===== config.mk =====
export PLATFORM = sky130hd
export DESIGN_NAME = uart_tx_fifo
export DESIGN_NICKNAME = d
export VERILOG_FILES = /design/src/rtl/uart_tx_fifo.sv
export SDC_FILE = /design/constraint.sdc
export NUM_CORES = 1
export LEC_CHECK = 0
export ABC_AREA = 1
export BUFFER_PORTS_ARGS = -buffer_cell sky130_fd_sc_hd__buf_4
export CAP_MARGIN = 5
export CORE_ASPECT_RATIO = 1.1
export CORE_MARGIN = 2
export CORE_UTILIZATION = 32
export DETAILED_ROUTE_END_ITERATION = 10
export PLACE_DENSITY = 0.59
export SETUP_SLACK_MARGIN = 0.2
export SLEW_MARGIN = 20
export SYNTH_ARGS = -nofsm -noshare
export SYNTH_HDL_FRONTEND = slang
export SYNTH_SLANG_ARGS = --single-unit
export TNS_END_PERCENT = 20

===== constraint.sdc =====
create_clock -name clk_i -period 7.3 [get_ports clk_i]
set_clock_uncertainty 0.2 [all_clocks]
set_input_delay 0.365 -clock clk_i [delete_from_list [all_inputs] [get_ports clk_i]]
set_output_delay 0.365 -clock clk_i [all_outputs]
set_load 0.01 [all_outputs]

===== src/rtl/uart_tx_fifo.sv =====
// 8N1 UART transmitter fed by a small circular byte FIFO with a valid/ready push port.
// Frames are sent back-to-back with no idle bit time whenever the FIFO still holds data.
module uart_tx_fifo #(
    parameter int CLK_FREQ_HZ = 50_000_000,
    parameter int BAUD_RATE   = 9600,
    parameter int FIFO_DEPTH  = 8
) (
    input  logic                               clk_i,
    input  logic                               rst_ni,
    input  logic [7:0]                         tx_data_i,
    input  logic                               tx_valid_i,
    output logic                               tx_ready_o,
    output logic                               tx_o,
    output logic                               busy_o,
    output logic [$clog2(FIFO_DEPTH+1)-1:0]    fifo_count_o
);

    localparam int CLKS_PER_BIT = CLK_FREQ_HZ / BAUD_RATE;
    localparam int CNT_W        = $clog2(FIFO_DEPTH + 1);
    localparam int PTR_W        = (FIFO_DEPTH > 1) ? $clog2(FIFO_DEPTH) : 1;
    localparam int BAUD_W       = (CLKS_PER_BIT > 1) ? $clog2(CLKS_PER_BIT) : 1;

    localparam logic [CNT_W-1:0]  COUNT_FULL = CNT_W'(FIFO_DEPTH);
    localparam logic [CNT_W-1:0]  COUNT_ZERO = '0;
    localparam logic [BAUD_W-1:0] BAUD_LAST  = BAUD_W'(CLKS_PER_BIT - 1);

    generate
        if (CLKS_PER_BIT < 2) begin : g_bad_baud
            $error("uart_tx_fifo: CLK_FREQ_HZ / BAUD_RATE must be at least 2");
        end
        if ((FIFO_DEPTH < 2) || ((FIFO_DEPTH & (FIFO_DEPTH - 1)) != 0)) begin : g_bad_depth
            $error("uart_tx_fifo: FIFO_DEPTH must be a power of two and at least 2");
        end
    endgenerate

    typedef enum logic [1:0] {
        IDLE  = 2'd0,
        START = 2'd1,
        DATA  = 2'd2,
        STOP  = 2'd3
    } state_t;

    state_t              state_reg, state_next;
    logic [7:0]          mem [FIFO_DEPTH];
    logic [PTR_W-1:0]    wr_ptr_reg, rd_ptr_reg;
    logic [CNT_W-1:0]    count_reg, count_next;
    logic [7:0]          shift_reg;
    logic                tx_reg, tx_next;
    logic [BAUD_W-1:0]   baud_reg, baud_next;
    logic [2:0]          bit_reg, bit_next;
    logic                shift_en;
    logic                push;
    logic                pop;
    logic                baud_done;
    logic                fifo_empty;

    assign fifo_empty = (count_reg == COUNT_ZERO);
    assign tx_ready_o = rst_ni && (count_reg != COUNT_FULL);
    assign push       = tx_valid_i && tx_ready_o;
    assign baud_done  = (baud_reg == BAUD_LAST);

    // The only way into START is a pop, whether from IDLE or straight out of STOP.
    assign pop = (state_next == START) && (state_reg != START);

    assign tx_o         = tx_reg;
    assign busy_o       = (state_reg != IDLE) || !fifo_empty;
    assign fifo_count_o = count_reg;

    // State register
    always_ff @(posedge clk_i) begin
        if (!rst_ni) begin
            state_reg <= IDLE;
        end else begin
            state_reg <= state_next;
        end
    end

    // Next-state logic
    always_comb begin
        state_next = state_reg;
        case (state_reg)
            IDLE: begin
                if (!fifo_empty) begin
                    state_next = START;
                end
            end
            START: begin
                if (baud_done) begin
                    state_next = DATA;
                end
            end
            DATA: begin
                if (baud_done && (bit_reg == 3'd7)) begin
                    state_next = STOP;
                end
            end
            STOP: begin
                if (baud_done) begin
                    state_next = fifo_empty ? IDLE : START;
                end
            end
            default: state_next = IDLE;
        endcase
    end

    // Output / datapath logic
    always_comb begin
        tx_next   = tx_reg;
        bit_next  = bit_reg;
        shift_en  = 1'b0;
        baud_next = (state_reg == IDLE || baud_done) ? '0 : baud_reg + 1'b1;
        case (state_reg)
            IDLE: begin
                tx_next = 1'b1;
            end
            START: begin
                if (baud_done) begin
                    tx_next  = shift_reg[0];
                    bit_next = 3'd0;
                end
            end
            DATA: begin
                if (baud_done) begin
                    if (bit_reg == 3'd7) begin
                        tx_next = 1'b1;
                    end else begin
                        tx_next  = shift_reg[1];
                        shift_en = 1'b1;
                        bit_next = bit_reg + 3'd1;
                    end
                end
            end
            STOP: begin
                tx_next = 1'b1;
            end
            default: tx_next = 1'b1;
        endcase
        if (pop) begin
            tx_next   = 1'b0;
            baud_next = '0;
        end
    end

    always_comb begin
        count_next = count_reg;
        case ({push, pop})
            2'b10:   count_next = count_reg + 1'b1;
            2'b01:   count_next = count_reg - 1'b1;
            default: count_next = count_reg;
        endcase
    end

    // Storage array has no reset so it maps onto plain RAM; the read lands in shift_reg.
    always_ff @(posedge clk_i) begin
        if (push) begin
            mem[wr_ptr_reg] <= tx_data_i;
        end
    end

    always_ff @(posedge clk_i) begin
        if (!rst_ni) begin
            wr_ptr_reg <= '0;
            rd_ptr_reg <= '0;
            count_reg  <= '0;
            shift_reg  <= '0;
            tx_reg     <= 1'b1;
            baud_reg   <= '0;
            bit_reg    <= '0;
        end else begin
            count_reg <= count_next;
            tx_reg    <= tx_next;
            baud_reg  <= baud_next;
            bit_reg   <= bit_next;
            if (push) begin
                wr_ptr_reg <= wr_ptr_reg + 1'b1;
            end
            if (pop) begin
                rd_ptr_reg <= rd_ptr_reg + 1'b1;
                shift_reg  <= mem[rd_ptr_reg];
            end else if (shift_en) begin
                shift_reg <= {1'b0, shift_reg[7:1]};
            end
        end
    end

endmodule


# == Word-level counts from Yosys, hierarchy flattened ==
# Memories as Yosys holds them, arrays and structs flattened. A register that Yosys moved wholly into a read port is not among the register bits.
# Index checks and enable logic that the tools add are counted.
# totals
regBits,37
ramBits,64
in_bits,11
out_inout_bits,7
elab_cells,73
n_memories,1
# op_classes
add_sub_neg,6
n_eq_ne,15
n_mux,25
bitwise_logic,1
reduce_logical,17
# mem_list
memory,depth,word_bits,read_ports,rd_ports_with_merged_regs,write_ports,line_no,text
mem,8,8,1,1,1,44,logic [7:0] mem [FIFO_DEPTH];
# ops
operator,count
$mux 8,2
$mux 3,5
$add 13x1->13 const B,1
$eq 13x13->1 const B,1
$mux 1,10
$add 3x1->3 const B,3
$mux 2,4
$pmux 2 s4,1
$pmux 4 s2,1
$reduce_bool 2->1,4
$eq 2x1->1 const B,3
$eq 2x2->1 const B,3
$ne 2x2->1 const B,3
$ne 3x3->1 const B,2
$pmux 3 s2,1
$add 4x1->4 const B,1
$logic_and 1x1->1,4
$logic_not 4->1,1
$ne 4x4->1 const B,1
$reduce_and 4->1,1
$sub 4x1->4 const B,1
$eq 3x3->1 const B,1
$pmux 1 s3,1
$reduce_or 3->1,1
other kinds (7),8

# == Logic depth before layout (Yosys ltp) ==
# logic_depth
depth_word,8
mapped_depth,23
depth_no_buf,22

# == Worst setup path before layout ==
# Ideal clock, no wire load.
# synth_timing
path_kind,register to register
start,register state_reg[0]
end,register count_reg[3] (netlist: fifo_count_o[3])
setup_time_ns,0.119
arrival_ns,2.742
required_time_ns,6.981
slack_ns,4.239
path_stages_with_launch,24
path_buffers,2
cell_sequence,dfxtp_1 -> inv_1 -> ha_1 -> buf_6 -> nor2_2 -> inv_2 -> nor2_2 -> nor2_1 -> nand2_1 -> nand2_2 -> nand2_1 -> nand2_1 -> nor2_2 -> buf_6 -> ha_1 -> ha_1 -> nand2_1 -> nor2_1 -> a211oi_1 -> nor2_1 -> nor2_1 -> nand2_1 -> o21ai_0 -> a21oi_1
# synth_via
elab_chain_cells,6
elab_cells_between_ends,16
cone_classes,eq/ne (7); mux (6); reduce/logical (3)
# synth_rtl
item,line_no,text
start: declaration,43,"state_t state_reg, state_next;"
start signal: assignment,74,state_reg <= state_next;
"$eq 2x2->1, or another cell as far along",81,case (state_reg)
$pmux 2 s4,81,
$eq 2x1->1,63,assign pop = (state_next == START) && (state_reg != START);
$logic_and 1x1->1 *,63,
$eq 2x1->1 / $eq 2x2->1 (equally long branches),146,"case ({push, pop})"
$pmux 4 s2 / $reduce_bool 2->1 (equally long branches),-,
end signal: assignment,170,count_reg <= count_next;
end: declaration,46,"logic [CNT_W-1:0] count_reg, count_next;"
# Every way passes the cells marked *; elsewhere a longest branch is shown, timed or not.
# A chain may end at the register's enable or synchronous reset.

# == Worst setup path after layout ==
# Same ends and word-level chain as after synthesis.

==> out/metrics.cfg <==
[outcome]
status=completed

[floorplanning]
die_x_um=118.8
design.die.area_um2=15480
io_pins=18
die_h_um=130.3
start_util=0.3251
fp.coreArea_um2=14270
num_rows=46

[synthesis]
yosysSeqAreaShare=0.5867
synth-xor-area-share=0.02453
synthSimpleGateAreaFrac=0.2526
synth_cell_types=35
synthesis.nets=520
ys_seq_elements=104
synth-warning-count=0
syn_area_um2=4641
muxShareOfSynthArea=0
synth_compound_area_frac=0.04314
synth_top_family_by_area=simple AND/OR/NAND/NOR gates
avgSynthCellArea_um2=9.356
synthAdderAreaFrac=0.03667
synthCells=496

[cts]
cts-resized-gates=0
h-tree-depth=3
tritoncts=built
cts_setup_buffers=0
hold_buffers=0
numCtsBuffers=9
cts_num_sinks=104
clockBufferDepth=2
cts_root_buf=clkbuf_16
worstSkewPairLatency_ps=350
clk_pin_slew_ps=70

[worst_setup_path]
cp.required_ps=7330
cpMostUsedCell=nand2_1
path_class=reg -> reg
cp.arrival_ps=3630
cp-start-kind=flip-flop
worst-path-buf-inv=2
max_stage_delay_ps=400
crit_path_top_delay_cell=nor2_2
end_kind=flip-flop
path_delay_family=simple AND/OR/NAND/NOR gates
critPathMaxFanout=11
cp_cell_sequence=inv_1 -> ha_1 -> nor2_2 -> inv_2 -> nor2_2 -> nor2_1 -> nand2_1 -> nand2_2 -> nand2_1 -> nand2_1 -> nor2_2 -> ha_1 -> ha_1 -> nand2_1 -> nor2_1 -> a211oi_1 -> nor2_1 -> nor2_1 -> nand2_1 -> o21ai_0 -> a21oi_1

[power_and_ir_drop]
p_leak_nw=2.007
total_power_mw=1.699
power_density_nw_per_um2=326.2
ir_drop_mv=0.1481

[finish]
mostFrequentLayoutCells=nand2_1, nor2_1, edfxtp_1
drive_above_1_share=0.1014
antenna_cells=0
mostFrequentLayoutCell=nand2_1
largest_reg_flops=64
layout.nets=532
area_growth_pct=12.24
nFillCells=1483

[global_routing]
grt_overflow=0
grt_pass1_wl_um=15730
grt_pass1_vias=3220
grt_max_degree=34
antenna_found_initial=0
grt_util_all_layers=0.1298

[placed_design]
io_buffers=17
place.gp.congestion=0.8417
dp_slack_ps=3738
dp_hpwl_um=6145

[sta]
fin_crit_ps=3591
rsz0062_at_grt=false
layout_setup_ws_ps=3709
holdWs_ps=42.37
tightest_slew_ps=1003
finalMaxSlewViolations=0
setup_tns_ps=0
relSlewSlack=0.3289
finalHoldViolCount=0
fin_crit_sh=0.4919
setup_viol_count_final=0
clock.fmax_ghz=0.2785

[hold_path]
worstHoldPathType=in -> reg

[flow_run]
max-cap-violations=0

[routing]
antenna_left=0
route.detailed.drc=0
postRouteWirelength_um=9431
drt_iter0_drc=205
via_per_inst=4.610
post_drt_wl_per_cell_um=13.38
dr.pass1.iters=4
vias=3250

report_power, final:
part,internal [mW],total [mW],switching [mW]
clock network,0.238,0.465,0.227
registers,0.675,0.716,0.0409
logic,0.178,0.518,0.340
worst reg2reg max path: cells and delay by family (launching register included):
family	cells	cell delay, ps
adders and majority gates	3	870
and+or+nand+nor	13	1430
AOI/OAI and AO/OA	3	440
buffers and inverters	2	180
DFF	1	360
synthesized netlist by cell type:
| cell | instances | area, µm² |
|---|---|---|
| a21oi_2 | 3 | 26.28 |
| nor4_1 | 1 | 6.260 |
| a31oi_1 | 2 | 12.51 |
| inv_1 | 42 | 157.7 |
| inv_2 | 2 | 7.510 |
| a21oi_1 | 12 | 60.06 |
| dfxtp_1 | 40 | 800.8 |
| nand4_2 | 1 | 12.51 |
| nand2_1 | 122 | 457.9 |
| o21ai_1 | 1 | 5.000 |
| nor2_2 | 3 | 18.77 |
| ha_1 | 12 | 150.1 |
| o21ai_0 | 8 | 40.04 |
| buf_2 | 2 | 10.01 |
| nor2_1 | 67 | 251.5 |
| o211ai_1 | 1 | 7.510 |
| nand4_1 | 3 | 18.77 |
| a21oi_4 | 1 | 16.27 |
| buf_6 | 3 | 33.78 |
| nor3_1 | 3 | 15.01 |
| clkbuf_1 | 11 | 41.29 |
| edfxtp_1 | 64 | 1922 |
| xor2_1 | 8 | 70.07 |
| nand3_1 | 63 | 315.3 |
| clkinv_1 | 1 | 3.750 |
| nor2_4 | 1 | 11.26 |
| nor3_2 | 1 | 10.01 |
| o211a_1 | 1 | 10.01 |
| buf_4 | 1 | 7.510 |
| a211oi_1 | 1 | 7.510 |
| nand2_2 | 6 | 37.54 |
| o31ai_1 | 2 | 15.01 |
| fa_1 | 1 | 20.02 |
| xnor2_1 | 5 | 43.79 |
| nand3_4 | 1 | 17.52 |
cells by family (layout without fill, tap and decap cells):
group,after synthesis,in the layout
and+or+nand+nor,272,272
DFF,104,104
buffers and inverters,62,79
AOI/OAI and AO/OA,32,32
adders and majority gates,13,13
xor gates and xnor gates,13,13
stage by stage:
step | util | area (µm²) | instances
final | 0.3649 | 5209 | 705
after CTS | 0.3649 | 5209 | 705
after detailed placement | 0.3449 | 4923 | 689
after floorplan | - | 4641 | 496
after global routing | 0.3649 | 5209 | 705
after global placement | 0.3449 | 4923 | 689
area by class of cell:
type                    count  area (µm²)  area share
well taps                 192       240.2     0.04612
multi-input cells         330        1657      0.3180
clock inverters             7       60.06     0.01153
repair buffers             18       135.1     0.02594
flip-flops and latches    104        2723      0.5227
clock buffers               9       225.2     0.04324
inverters                  45       168.9     0.03243
layer usage:
layer | vias to the layer above | GRT usage | routed length [µm]
met4 | 0 | 0.03221 | 122
met3 | 12 | 0.03802 | 378
li1 | 1654 | - | -
met2 | 50 | 0.2329 | 4696
met1 | 1534 | 0.1533 | 4234
met5 | - | 0 | 0
worst paths after layout:
check	to	from	slack (ps)	cells after the start
setup / recovery	fifo_count_o[3]$_SDFFE_PN0P_	state_reg[0]$_SDFF_PN0_	3710	21
hold / removal	mem[4][5]$_DFFE_PP_	tx_data_i[5]	40	1
setup reg to reg	fifo_count_o[3]$_SDFFE_PN0P_	state_reg[0]$_SDFF_PN0_	3710	21
hold reg to reg	baud_reg[0]$_SDFF_PP0_	baud_reg[0]$_SDFF_PP0_	250	1
(Power assumes the default switching activity.)
